<file path="config.mk">
export PLATFORM = sky130hd
export DESIGN_NAME = quad_mixer_pipe
export DESIGN_NICKNAME = d
export VERILOG_FILES = /design/src/rtl/mixer_pkg.sv /design/src/rtl/quad_lo_gen.sv /design/src/rtl/quad_mixer_pipe.sv
export SDC_FILE = /design/constraint.sdc
export NUM_CORES = 1
export LEC_CHECK = 0
export CORE_MARGIN = 8
export CORE_UTILIZATION = 55
export DETAILED_ROUTE_END_ITERATION = 6
export PLACE_DENSITY = 0.73
export SETUP_SLACK_MARGIN = 0.1
export SYNTH_ARGS = -nofsm -noshare
export SYNTH_HDL_FRONTEND = slang
export SYNTH_HIERARCHICAL = 1
export SYNTH_SLANG_ARGS = --single-unit
</file>
<file path="constraint.sdc">
create_clock -name clock -period 8.4 [get_ports clock]
set_clock_uncertainty 0.05 [all_clocks]
set_input_delay 1.26 -clock clock [delete_from_list [all_inputs] [get_ports clock]]
set_output_delay 1.26 -clock clock [all_outputs]
set_load 0.02 [all_outputs]
</file>
<file path="src/rtl/mixer_pkg.sv">
// Shared definitions for the quadrature mixer: LO codes, combine modes and
// the internal fs/4 LO tables.
package mixer_pkg;

   // LO codes as carried on the external LO pins (2'b11 also decodes as -1).
   localparam logic [1:0] LO_ZERO = 2'b00;
   localparam logic [1:0] LO_POS  = 2'b01;
   localparam logic [1:0] LO_NEG  = 2'b10;

   // Output combine selection.
   typedef enum logic [1:0] {
      MODE_SUM    = 2'b00,
      MODE_DIFF   = 2'b01,
      MODE_I_ONLY = 2'b10,
      MODE_Q_ONLY = 2'b11
   } mode_e;

   // fs/4 LO tables, entry for phase p sits at bits [2p+1:2p].
   // I: +1, 0, -1, 0    Q: 0, +1, 0, -1
   localparam logic [7:0] LO_I_TABLE = {LO_ZERO, LO_NEG, LO_ZERO, LO_POS};
   localparam logic [7:0] LO_Q_TABLE = {LO_NEG, LO_ZERO, LO_POS, LO_ZERO};

   function automatic logic [1:0] lo_lookup(input logic [7:0] tab, input logic [1:0] p);
      return tab[{p, 1'b0} +: 2];
   endfunction

endpackage

</file>
<file path="src/rtl/quad_lo_gen.sv">
// Internal fs/4 LO: a 2-bit phase counter that steps once per accepted
// sample, with a sync input that reloads the phase. The LO codes reflect
// the phase used by the sample presented in the current cycle.
module quad_lo_gen
   import mixer_pkg::*;
(
   input  logic       clock,
   input  logic       reset,
   input  logic       advance,
   input  logic       sync,
   input  logic [1:0] phase_init,
   output logic [1:0] lo_i,
   output logic [1:0] lo_q
);

   logic [1:0] phase_q;
   logic [1:0] phase_d;
   logic [1:0] phase_use;

   // sync wins over the held phase, so a sample arriving with sync uses phase_init
   always_comb begin
      phase_use = sync ? phase_init : phase_q;
      phase_d   = phase_use;
      if (advance) begin
         phase_d = phase_use + 2'd1;
      end
   end

   // phase register; reset parks it on phase_init
   always_ff @(posedge clock) begin
      if (reset) begin
         phase_q <= phase_init;
      end else begin
         phase_q <= phase_d;
      end
   end

   assign lo_i = lo_lookup(LO_I_TABLE, phase_use);
   assign lo_q = lo_lookup(LO_Q_TABLE, phase_use);

endmodule

</file>
<file path="src/rtl/quad_mixer_pipe.sv">
// Three-stage quadrature mixer: LO weighting, gain scaling, combine with
// saturation. Fixed 3-cycle latency, no backpressure.
//
// Handshake: in_valid is a one-way strobe with no ready; a sample is taken
// on every rising edge where in_valid=1. out_valid is high for exactly one
// cycle per sample, three cycles after it was taken; out_data/out_sat hold
// their last values while out_valid=0.
module quad_mixer_pipe
   import mixer_pkg::*;
#(
   parameter int          DW       = 15,
   parameter int          GW       = 16,
   parameter logic [GW-1:0] GAIN_RST = 16'h2861
) (
   input  logic          clock,
   input  logic          reset,
   input  logic          in_valid,
   input  logic [DW-1:0] in_i,
   input  logic [DW-1:0] in_q,
   input  logic          lo_sel,
   input  logic [1:0]    lo_i_ext,
   input  logic [1:0]    lo_q_ext,
   input  logic          lo_sync,
   input  logic [1:0]    lo_phase_init,
   input  logic [1:0]    mode,
   input  logic [GW-1:0] gain,
   input  logic          gain_load,
   output logic          out_valid,
   output logic [DW-1:0] out_data,
   output logic          out_sat
);

   localparam logic signed [DW+1:0] SAT_MAX = {3'b000, {(DW-1){1'b1}}};
   localparam logic signed [DW+1:0] SAT_MIN = {3'b111, {(DW-1){1'b0}}};

   // ---------------- internal LO ----------------
   logic [1:0] gen_lo_i;
   logic [1:0] gen_lo_q;

   quad_lo_gen u_lo_gen (
      .clock      (clock),
      .reset      (reset),
      .advance    (in_valid),
      .sync       (lo_sync),
      .phase_init (lo_phase_init),
      .lo_i       (gen_lo_i),
      .lo_q       (gen_lo_q)
   );

   // ---------------- stage 1: LO weighting ----------------
   logic [1:0]         lo_i_code;
   logic [1:0]         lo_q_code;
   logic signed [DW:0] in_i_ext;
   logic signed [DW:0] in_q_ext;
   logic signed [DW:0] s1_i_d;
   logic signed [DW:0] s1_q_d;
   logic               s1_valid_q;
   logic signed [DW:0] s1_i_q;
   logic signed [DW:0] s1_q_q;
   mode_e              s1_mode_q;

   assign in_i_ext = {in_i[DW-1], in_i};
   assign in_q_ext = {in_q[DW-1], in_q};

   // one extra bit so that negating the most negative input cannot wrap
   always_comb begin
      lo_i_code = lo_sel ? gen_lo_i : lo_i_ext;
      lo_q_code = lo_sel ? gen_lo_q : lo_q_ext;
      s1_i_d    = '0;
      s1_q_d    = '0;
      if (lo_i_code[1]) begin
         s1_i_d = -in_i_ext;
      end else if (lo_i_code[0]) begin
         s1_i_d = in_i_ext;
      end
      if (lo_q_code[1]) begin
         s1_q_d = -in_q_ext;
      end else if (lo_q_code[0]) begin
         s1_q_d = in_q_ext;
      end
   end

   // stage-1 register; mode travels with its sample
   always_ff @(posedge clock) begin
      if (reset) begin
         s1_valid_q <= 1'b0;
         s1_i_q     <= '0;
         s1_q_q     <= '0;
         s1_mode_q  <= MODE_SUM;
      end else begin
         s1_valid_q <= in_valid;
         s1_i_q     <= s1_i_d;
         s1_q_q     <= s1_q_d;
         s1_mode_q  <= mode_e'(mode);
      end
   end

   // ---------------- stage 2: gain ----------------
   logic [GW-1:0]             gain_q;
   logic signed [DW+GW+1:0]   prod_i;
   logic signed [DW+GW+1:0]   prod_q;
   logic signed [DW:0]        s2_i_d;
   logic signed [DW:0]        s2_q_d;
   logic                      s2_valid_q;
   logic signed [DW:0]        s2_i_q;
   logic signed [DW:0]        s2_q_q;
   mode_e                     s2_mode_q;
   logic                      unused_prod_bits;

   // active gain; a load affects the sample entering stage 1 in the same cycle
   always_ff @(posedge clock) begin
      if (reset) begin
         gain_q <= GAIN_RST;
      end else if (gain_load) begin
         gain_q <= gain;
      end
   end

   assign prod_i = $signed({{(GW+1){s1_i_q[DW]}}, s1_i_q}) * $signed({{(DW+2){1'b0}}, gain_q});
   assign prod_q = $signed({{(GW+1){s1_q_q[DW]}}, s1_q_q}) * $signed({{(DW+2){1'b0}}, gain_q});

   // dropping the low GW-1 bits of a two's-complement product floors toward -inf;
   // |stage-1| <= 2^(DW-1) and gain < 2.0 keep the result inside DW+1 bits
   assign s2_i_d = prod_i[DW+GW-1:GW-1];
   assign s2_q_d = prod_q[DW+GW-1:GW-1];
   assign unused_prod_bits = ^{prod_i[DW+GW+1:DW+GW], prod_i[GW-2:0],
                               prod_q[DW+GW+1:DW+GW], prod_q[GW-2:0]};

   // stage-2 register
   always_ff @(posedge clock) begin
      if (reset) begin
         s2_valid_q <= 1'b0;
         s2_i_q     <= '0;
         s2_q_q     <= '0;
         s2_mode_q  <= MODE_SUM;
      end else begin
         s2_valid_q <= s1_valid_q;
         s2_i_q     <= s2_i_d;
         s2_q_q     <= s2_q_d;
         s2_mode_q  <= s1_mode_q;
      end
   end

   // ---------------- stage 3: combine and saturate ----------------
   logic signed [DW+1:0] a_ext;
   logic signed [DW+1:0] b_ext;
   logic signed [DW+1:0] comb_sum;
   logic [DW-1:0]        out_data_d;
   logic                 out_sat_d;
   logic                 out_valid_q;
   logic [DW-1:0]        out_data_q;
   logic                 out_sat_q;

   // full-precision combine, then clip to the DW-bit signed range
   always_comb begin
      a_ext = {s2_i_q[DW], s2_i_q};
      b_ext = {s2_q_q[DW], s2_q_q};
      case (s2_mode_q)
         MODE_SUM:    comb_sum = a_ext + b_ext;
         MODE_DIFF:   comb_sum = a_ext - b_ext;
         MODE_I_ONLY: comb_sum = a_ext;
         default:     comb_sum = b_ext;
      endcase
      out_sat_d  = 1'b0;
      out_data_d = comb_sum[DW-1:0];
      if (comb_sum > SAT_MAX) begin
         out_sat_d  = 1'b1;
         out_data_d = SAT_MAX[DW-1:0];
      end else if (comb_sum < SAT_MIN) begin
         out_sat_d  = 1'b1;
         out_data_d = SAT_MIN[DW-1:0];
      end
   end

   // output register; data and flag only update on a valid sample
   always_ff @(posedge clock) begin
      if (reset) begin
         out_valid_q <= 1'b0;
         out_data_q  <= '0;
         out_sat_q   <= 1'b0;
      end else begin
         out_valid_q <= s2_valid_q;
         if (s2_valid_q) begin
            out_data_q <= out_data_d;
            out_sat_q  <= out_sat_d;
         end
      end
   end

   assign out_valid = out_valid_q;
   assign out_data  = out_data_q;
   assign out_sat   = out_sat_q;

endmodule

</file>
==> results of run 1 <==
[worst register-to-register path, delay by kind of cell (launching register included)]
kind / cells / cell delay (ns)
AOI/OAI and AO/OA: 7 / 1.81
buffers and inverters: 5 / 0.59
muxes: 1 / 0.35
DFF: 1 / 0.93
and+or+nand+nor: 1 / 0.18
adders and majority gates: 7 / 3.04
[stage by stage]
stage	instance area (um2)	std cells	setup WS (ns)
finish	23400	3029	1.35
global route	23400	3029	1.01
CTS	23400	3029	1.47
detailed placement	23100	3013	1.49
global placement	23100	3013	1.63
floorplan	21900	2492	2.42
[registers in the layout (all words and copies together), names as in the netlist, 15 cells and up]
signal	cells
s1_q_q	16
s2_q_q	16
gain_q	16
s1_i_q	16
s2_i_q	16
out_data	15
[kinds of logic after synthesis]
| group | Yosys count |
|---|---|
| flops | 105 |
| buf+inv | 595 |
| simple gates | 822 |
| xor+xnor | 78 |
| mux | 34 |
| fa+ha+maj | 626 |
| compound gates | 232 |
[Yosys cell counts (7+ instances only)]
cell type  instances  area, um2
o31ai_1           11       82.6
and2_1           225       1410
nand2b_1          26        163
a21o_1            19        143
nor3_1            26        130
or3_1             15       93.8
nor2b_1           21        131
nor3b_1            7       52.6
nand2_1          311       1170
buf_1              7       26.3
o32ai_2            9        146
fa_1             387       7750
mux2_2             7       78.8
o21ai_0           38        190
dfxtp_1          105       2100
xnor2_1           43        377
inv_1            484       1820
clkbuf_1          90        338
xor2_1            34        298
o21a_1            14        105
a21oi_1           54        270
ha_1             239       2990
and3_1             7       43.8
nand3_1           18       90.1
mux2i_1           27        270
a211o_1            7       61.3
o211ai_1          13       97.6
nor2_1           137        514
buf_6              7       78.8
[power by group]
part	switching, mW	internal [mW]
sequential	0.199	0.600
clock	0.234	0.246
combinational	1.51	1.13
total	1.94	1.98
[cell type report]
| cell class | count | area, um2 | area share, % |
|---|---|---|---|
| clock buffers | 10 | 239 | 1.02 |
| clock inverters | 6 | 82.6 | 0.353 |
| inverters | 486 | 1820 | 7.80 |
| multi-input cells | 1792 | 17500 | 74.9 |
| flip-flops and latches | 105 | 2100 | 8.99 |
| well taps | 525 | 657 | 2.81 |
| repair buffers | 105 | 976 | 4.17 |
[routing by layer]
| metal | up-vias | track usage, % | routed length [um] |
|---|---|---|---|
| met4 | 2 | 9.31 | 1990 |
| li1 | 7697 | - | - |
| met5 | - | 0 | 13 |
| met3 | 124 | 4.56 | 3780 |
| met2 | 529 | 43.1 | 27500 |
| met1 | 8478 | 32.0 | 22700 |
[cells in the final DEF (no fill, tap or decap), drive strengths merged, types with 19 or more instances in the layout]
cell,instances
inv,487
fa,387
nand2,312
ha,239
and2,226
nor2,137
dfxtp,105
clkdlybuf4s50,75
a21oi,55
xnor2,44
o21ai,39
xor2,34
buf,30
mux2i,27
nand2b,27
nor3,26
nor2b,21
a21o,19
[worst paths after layout]
| path | startpoint | to | slack (ns) | cells after the start |
|---|---|---|---|---|
| max reg2reg | gain_q[4] | s2_i_q[13] | 1.35 | 21 |
| min reg2reg | s1_mode_q[0] | s2_mode_q[0] | 0.40 | 1 |
| max | gain_q[4] | s2_i_q[13] | 1.35 | 21 |
| min | s1_mode_q[0] | s2_mode_q[0] | 0.40 | 1 |
==> results.md, run 1 <==
* Required @ worst endpoint at roughly 8.6 ns
* Synthesized Nets at 3178
* # IOs at 77
* Post-synthesis compound-gate area fraction at 7.79%
* Gr usage total at 25.4%
* P_leak at 11.7 nW
* Hold Path Class: reg -> reg
* RD Place Congestion at between 0.9 and 1
* Synthesized area per cell at ~9 um2
* TritonCTS clock tree: done
* Layout Nets at 3185
* WL/cell at 18.5 um
* Initial Util at about 55%
* Post-synthesis cell area at about 22000 um2
* CTS resizes at 0
* Max stage delay on crit path at 0.93 ns
* Overall Power at 3.92 mW
* Main combinational cell family by area after synthesis: adder cells
* Netlist cell types at 83
* # DRC at 0
* Area of the core at 39500 um2
* Max Fclk at 142 MHz
* Number of synthesized register bits at 105
* Post-synthesis mux area share at 1.59%
* Crit path cell chain: buf_4, and2_1, fa_1, inv_1, fa_1, fa_1, fa_1, inv_1, fa_1, inv_1, fa_1, inv_1, ha_1, o21a_1, o211ai_1, o2bb2ai_1, o31ai_1, a41o_1, a31oi_1, a22oi_1, mux2_2
* H-tree depth at 3
* Drt pass-1 iters at 5
* Worst path buffer plus inverter count at 5
* Pwr dens at 168 nW/um2
* Simple-gate share of the synthesized area at roughly 18%
* Most used cell, CP: fa_1
* Worst Path Arrival at 7.28 ns
* Slowest CP cell: dfxtp_1
* Via Count at approximately 17000
* Synth Area in Adders at between 40% and 50%
* Dpl hpwl at around 44000 um
* Slew headroom at between 20 and 30%
* Port Buffers at 76
* Max IR drop VDD at 0.000147 V
* Final core utilization at 59.1%
* First-pass GRT wire length at 95000 um
* Critical path class: reg -> reg
* Post-CTS Hold Fix Bufs at 0
* Ys flop type: dfxtp_1
* Final setup fails at 0
* Fin Hold WS at 0.404 ns
* Root Driver: clkbuf_16
* # clock sinks at 105
* Fraction of layout cells with a size suffix above 1 at under 10%
* Post-synthesis sequential area ratio at 9.59%
* Asr flop ratio synth at 0%
* Critical path's top delay family: adder cells
* Max_cap viols at 0
* Period Utilization, post-route at 84.0%
* Total CTS buffers at 9
* Largest net degree at the start of global routing at 57
* Fillers at between 3000 and 4000
* TNS Setup at 0 ns
* DIE WIDTH at 216 um
* Routed wire length at approximately 56000 um
* DR vias/cell at 5.56
* Area Growth Syn to Fin at 6.74%
* Crit Path Max Fanout at 17
* Post-CTS setup buffers at 0
* YS warnings at 6
* Ant diodes at 0
* Clock Path Buffers at 2
* Initial DRC count at 922
* EDFF count, synth at 0
* Least-Margin Pin Slew at ~1.1 ns
* Initial antenna violation count at 1
* Die Height at around 220 um
* Clock period minus worst slack at 7.05 ns
* RSZ-0062 raised after global routing: false
* Reg clk slew, reported paths at 0.09 ns
* Row Count at 73
* Vias in the first global route at 18500
* Worst skew pair latency at 0.40 ns
* Post-synthesis xor/xnor area fraction at 3.15%
* Setup crit end kind: flop
* Global route overflow at 0
* Die Area at 46500 um2
* Hold Vio Cnt, Final at 0
* Antenna Nets Post-Route at 0
* Cells after synthesis at 2492
* Status: finished, final reports clean
* CP Launch Type: flop
* Max-slew violations at 0
Note: power is estimated with default switching activity, not from simulation.
==> run 2, diff against run 1 <==
PLACE_DENSITY = 0.76   (was 0.73)
clock period = 6.4 ns   (was 8.4 ns; I/O delays follow)
==> run 2 against run 1 <==
Net effect:
- die area unchanged
- critical path depth unchanged
- final area up 2.8%
- wire length down 0.84%
- worst setup slack worse by 1.1 ns
- fmax up 15%
- sequential power up 23%
- critical path type unchanged
- critical endpoint is now s2_q_q[15]
==> results.md, run 2 (synthesis results as in run 1) <==
* Status: finished, final reports clean
* Via Count at roughly 17000
* Critical path's top delay family: adder cells
* Area Growth Syn to Fin at 9.71%
* Root Driver: clkbuf_16
* Drt pass-1 iters at 5
* R2r worst-path depth at 21
* Dpl hpwl at 45500 um
* Reg power frac at between 10% and 20%
* Max_cap viols at 0
* Gr usage total at 24.7%
* Commonest non-fill, non-tap cell in the layout: inv_1
* Fillers at 3337
* Crit path cell chain: buf_4, nand2_1, fa_1, fa_1, inv_1, fa_1, fa_1, fa_1, inv_1, fa_1, inv_1, ha_1, nand4_1, nor2_1, o2bb2ai_2, o21ai_1, buf_4, o21a_1, o211a_1, or4_1, o311ai_2
* Pwr dens at 220 nW/um2
* Max IR drop VDD at ~0.00021 V
* Layout Nets at 3245
* RD Place Congestion at 0.917
* Most frequent cells in the layout: 484 x inv_1, 386 x fa_1, 311 x nand2_1
* Setup crit end kind: flop
* Port Buffers at 76
* Reg clk slew, reported paths at approximately 0.080 ns
* R2r setup slk at 0.26 ns
* Max-slew violations at 0
* Global route overflow at 0
* Least-Margin Pin Slew at 0.912 ns
* Period Utilization, post-route at about 96%
* Hold depth at 1
* Vias in the first global route at approximately 19000
* Hold Vio Cnt, Final at 0
* Initial Util at 55.4%
* Worst path buffer plus inverter count at 5
* # IOs at 77
* Final core utilization at 60.8%
* Worst Path Arrival at 6.38 ns
* DIE WIDTH at 216 um
* TritonCTS clock tree: done
* Slew headroom at about two fifths
* Worst Hold End: s2_valid_q
* DR vias/cell at 5.53
* Initial antenna violation count at 1
* Slowest CP cell: fa_1
* Routed wire length at 55600 um
* Row Count at 73
* Most used cell, CP: fa_1
* Antenna Nets Post-Route at 0
* Area of the core at just under 40000 um2
* FF-to-FF Start: s1_q_q[8]
* Final setup fails at 0
* H-tree depth at 3
* Reg2Reg Capture Point: s2_q_q[15]
* Max Fclk at ~160 MHz
* Hold Path Class: reg -> reg
* Die Height at 216 um
* Post-CTS Hold Fix Bufs at 0
* Max stage delay on crit path at around 0.58 ns
* Total CTS buffers at 9
* Clock period minus worst slack at 6.14 ns
* First-pass GRT wire length at 93800 um
* Worst skew pair latency at 0.39 ns
* Switching power at 2.62 mW
* Hold Path Origin: s1_valid_q
* Fraction of layout cells with a size suffix above 1 at 6.94%
* Fin Hold WS at roughly 0.39 ns
* Required @ worst endpoint at between 6 and 7 ns
* Die Area at 46500 um2
* Final Cell Area at 24000 um2
* Sw Ratio at between 40 and 50%
* Crit Path Max Fanout at 7
* Internal Power at 2.67 mW
* Clock Path Buffers at 2
* Critical path class: reg -> reg
* CP Launch Type: flop
* Ant diodes at 0
* WL/cell at 18.0 um
* # DRC at 0
* Clock share of power at 11.2%
* RSZ-0062 raised after global routing: true
* Largest net degree at the start of global routing at 51
* Initial DRC count at 1078
* # clock sinks at 105
* DP Area at 23600 um2
* P_leak at around 12 nW
* Combinational power share at 70.2%
==> run 2: changes by cell type in the layout (fill, tap and decap cells not counted), sizes merged <==
cell / change
clkbuf: +2
clkinv: -1
clkinvlp: -1
buf: +60
inv: +1
bufinv: -1
==> run 2: layout make-up <==
type                    count  area [um2]  area share (%)
multi-input cells        1792       17600            73.2
flip-flops and latches    105        2140            8.91
inverters                 486        1820            7.59
repair buffers            165        1530            6.38
well taps                 525         657            2.73
clock buffers              12         256            1.07
clock inverters             4        33.8           0.141
==> run 2: timing repair <==
| item | 4_1_cts | 5_1_grt |
|---|---|---|
| resized for setup | 8 | 45 |
| buffers inserted | 0 | 3 |
| pin swaps | 0 | 15 |
| endpoints found under the setup margin | 12 | 19 |
==> run 2: metrics by stage <==
step	setup WS [ns]	setup TNS (ns)	std cells	total power, mW
floorplan	0.422	0	2492	3.57
global placement	0.0692	0	3070	4.50
detailed placement	-0.0470	-0.0777	3070	4.59
CTS	0.120	0	3086	5.24
global route	0.0742	0	3089	5.81
finish	0.261	0	3089	5.28
==> run 2: worst max-delay path by stage <==
| stage | start | endpoint | slack (ns) | cells past startpoint |
|---|---|---|---|---|
| 5_1_grt | gain_q[5] | s2_i_q[14] | 0.07 | 23 |
| 3_5_place_dp | s1_i_q[5] | s2_i_q[14] | -0.05 | 22 |
| 2_1_floorplan | s1_q_q[1] | s2_q_q[13] | 0.42 | 20 |
| 4_1_cts | s1_q_q[3] | s2_q_q[15] | 0.12 | 21 |
| 3_3_place_gp | gain_q[7] | s2_i_q[14] | 0.07 | 23 |
| 6_report | s1_q_q[8] | s2_q_q[15] | 0.26 | 21 |
==> run 2: metal layers <==
metal | wire length, um | share of wire [%] | global-route usage, %
met5 | 12 | 0.022 | 0
met4 | 2490 | 4.5 | 10.6
met3 | 3490 | 6.3 | 3.93
met2 | 27100 | 49 | 42.3
met1 | 22500 | 41 | 30.7
==> run 2: power by group through the flow <==
| stage | Clock, mW | Combinational (mW) | Sequential, mW |
|---|---|---|---|
| 2_1_floorplan | 0 | 2.64 | 0.929 |
| 3_3_place_gp | 0 | 3.52 | 0.986 |
| 3_5_place_dp | 0 | 3.61 | 0.986 |
| 4_1_cts | 0.609 | 3.66 | 0.977 |
| 5_1_grt | 0.624 | 4.19 | 0.992 |
| 6_report | 0.593 | 3.71 | 0.980 |
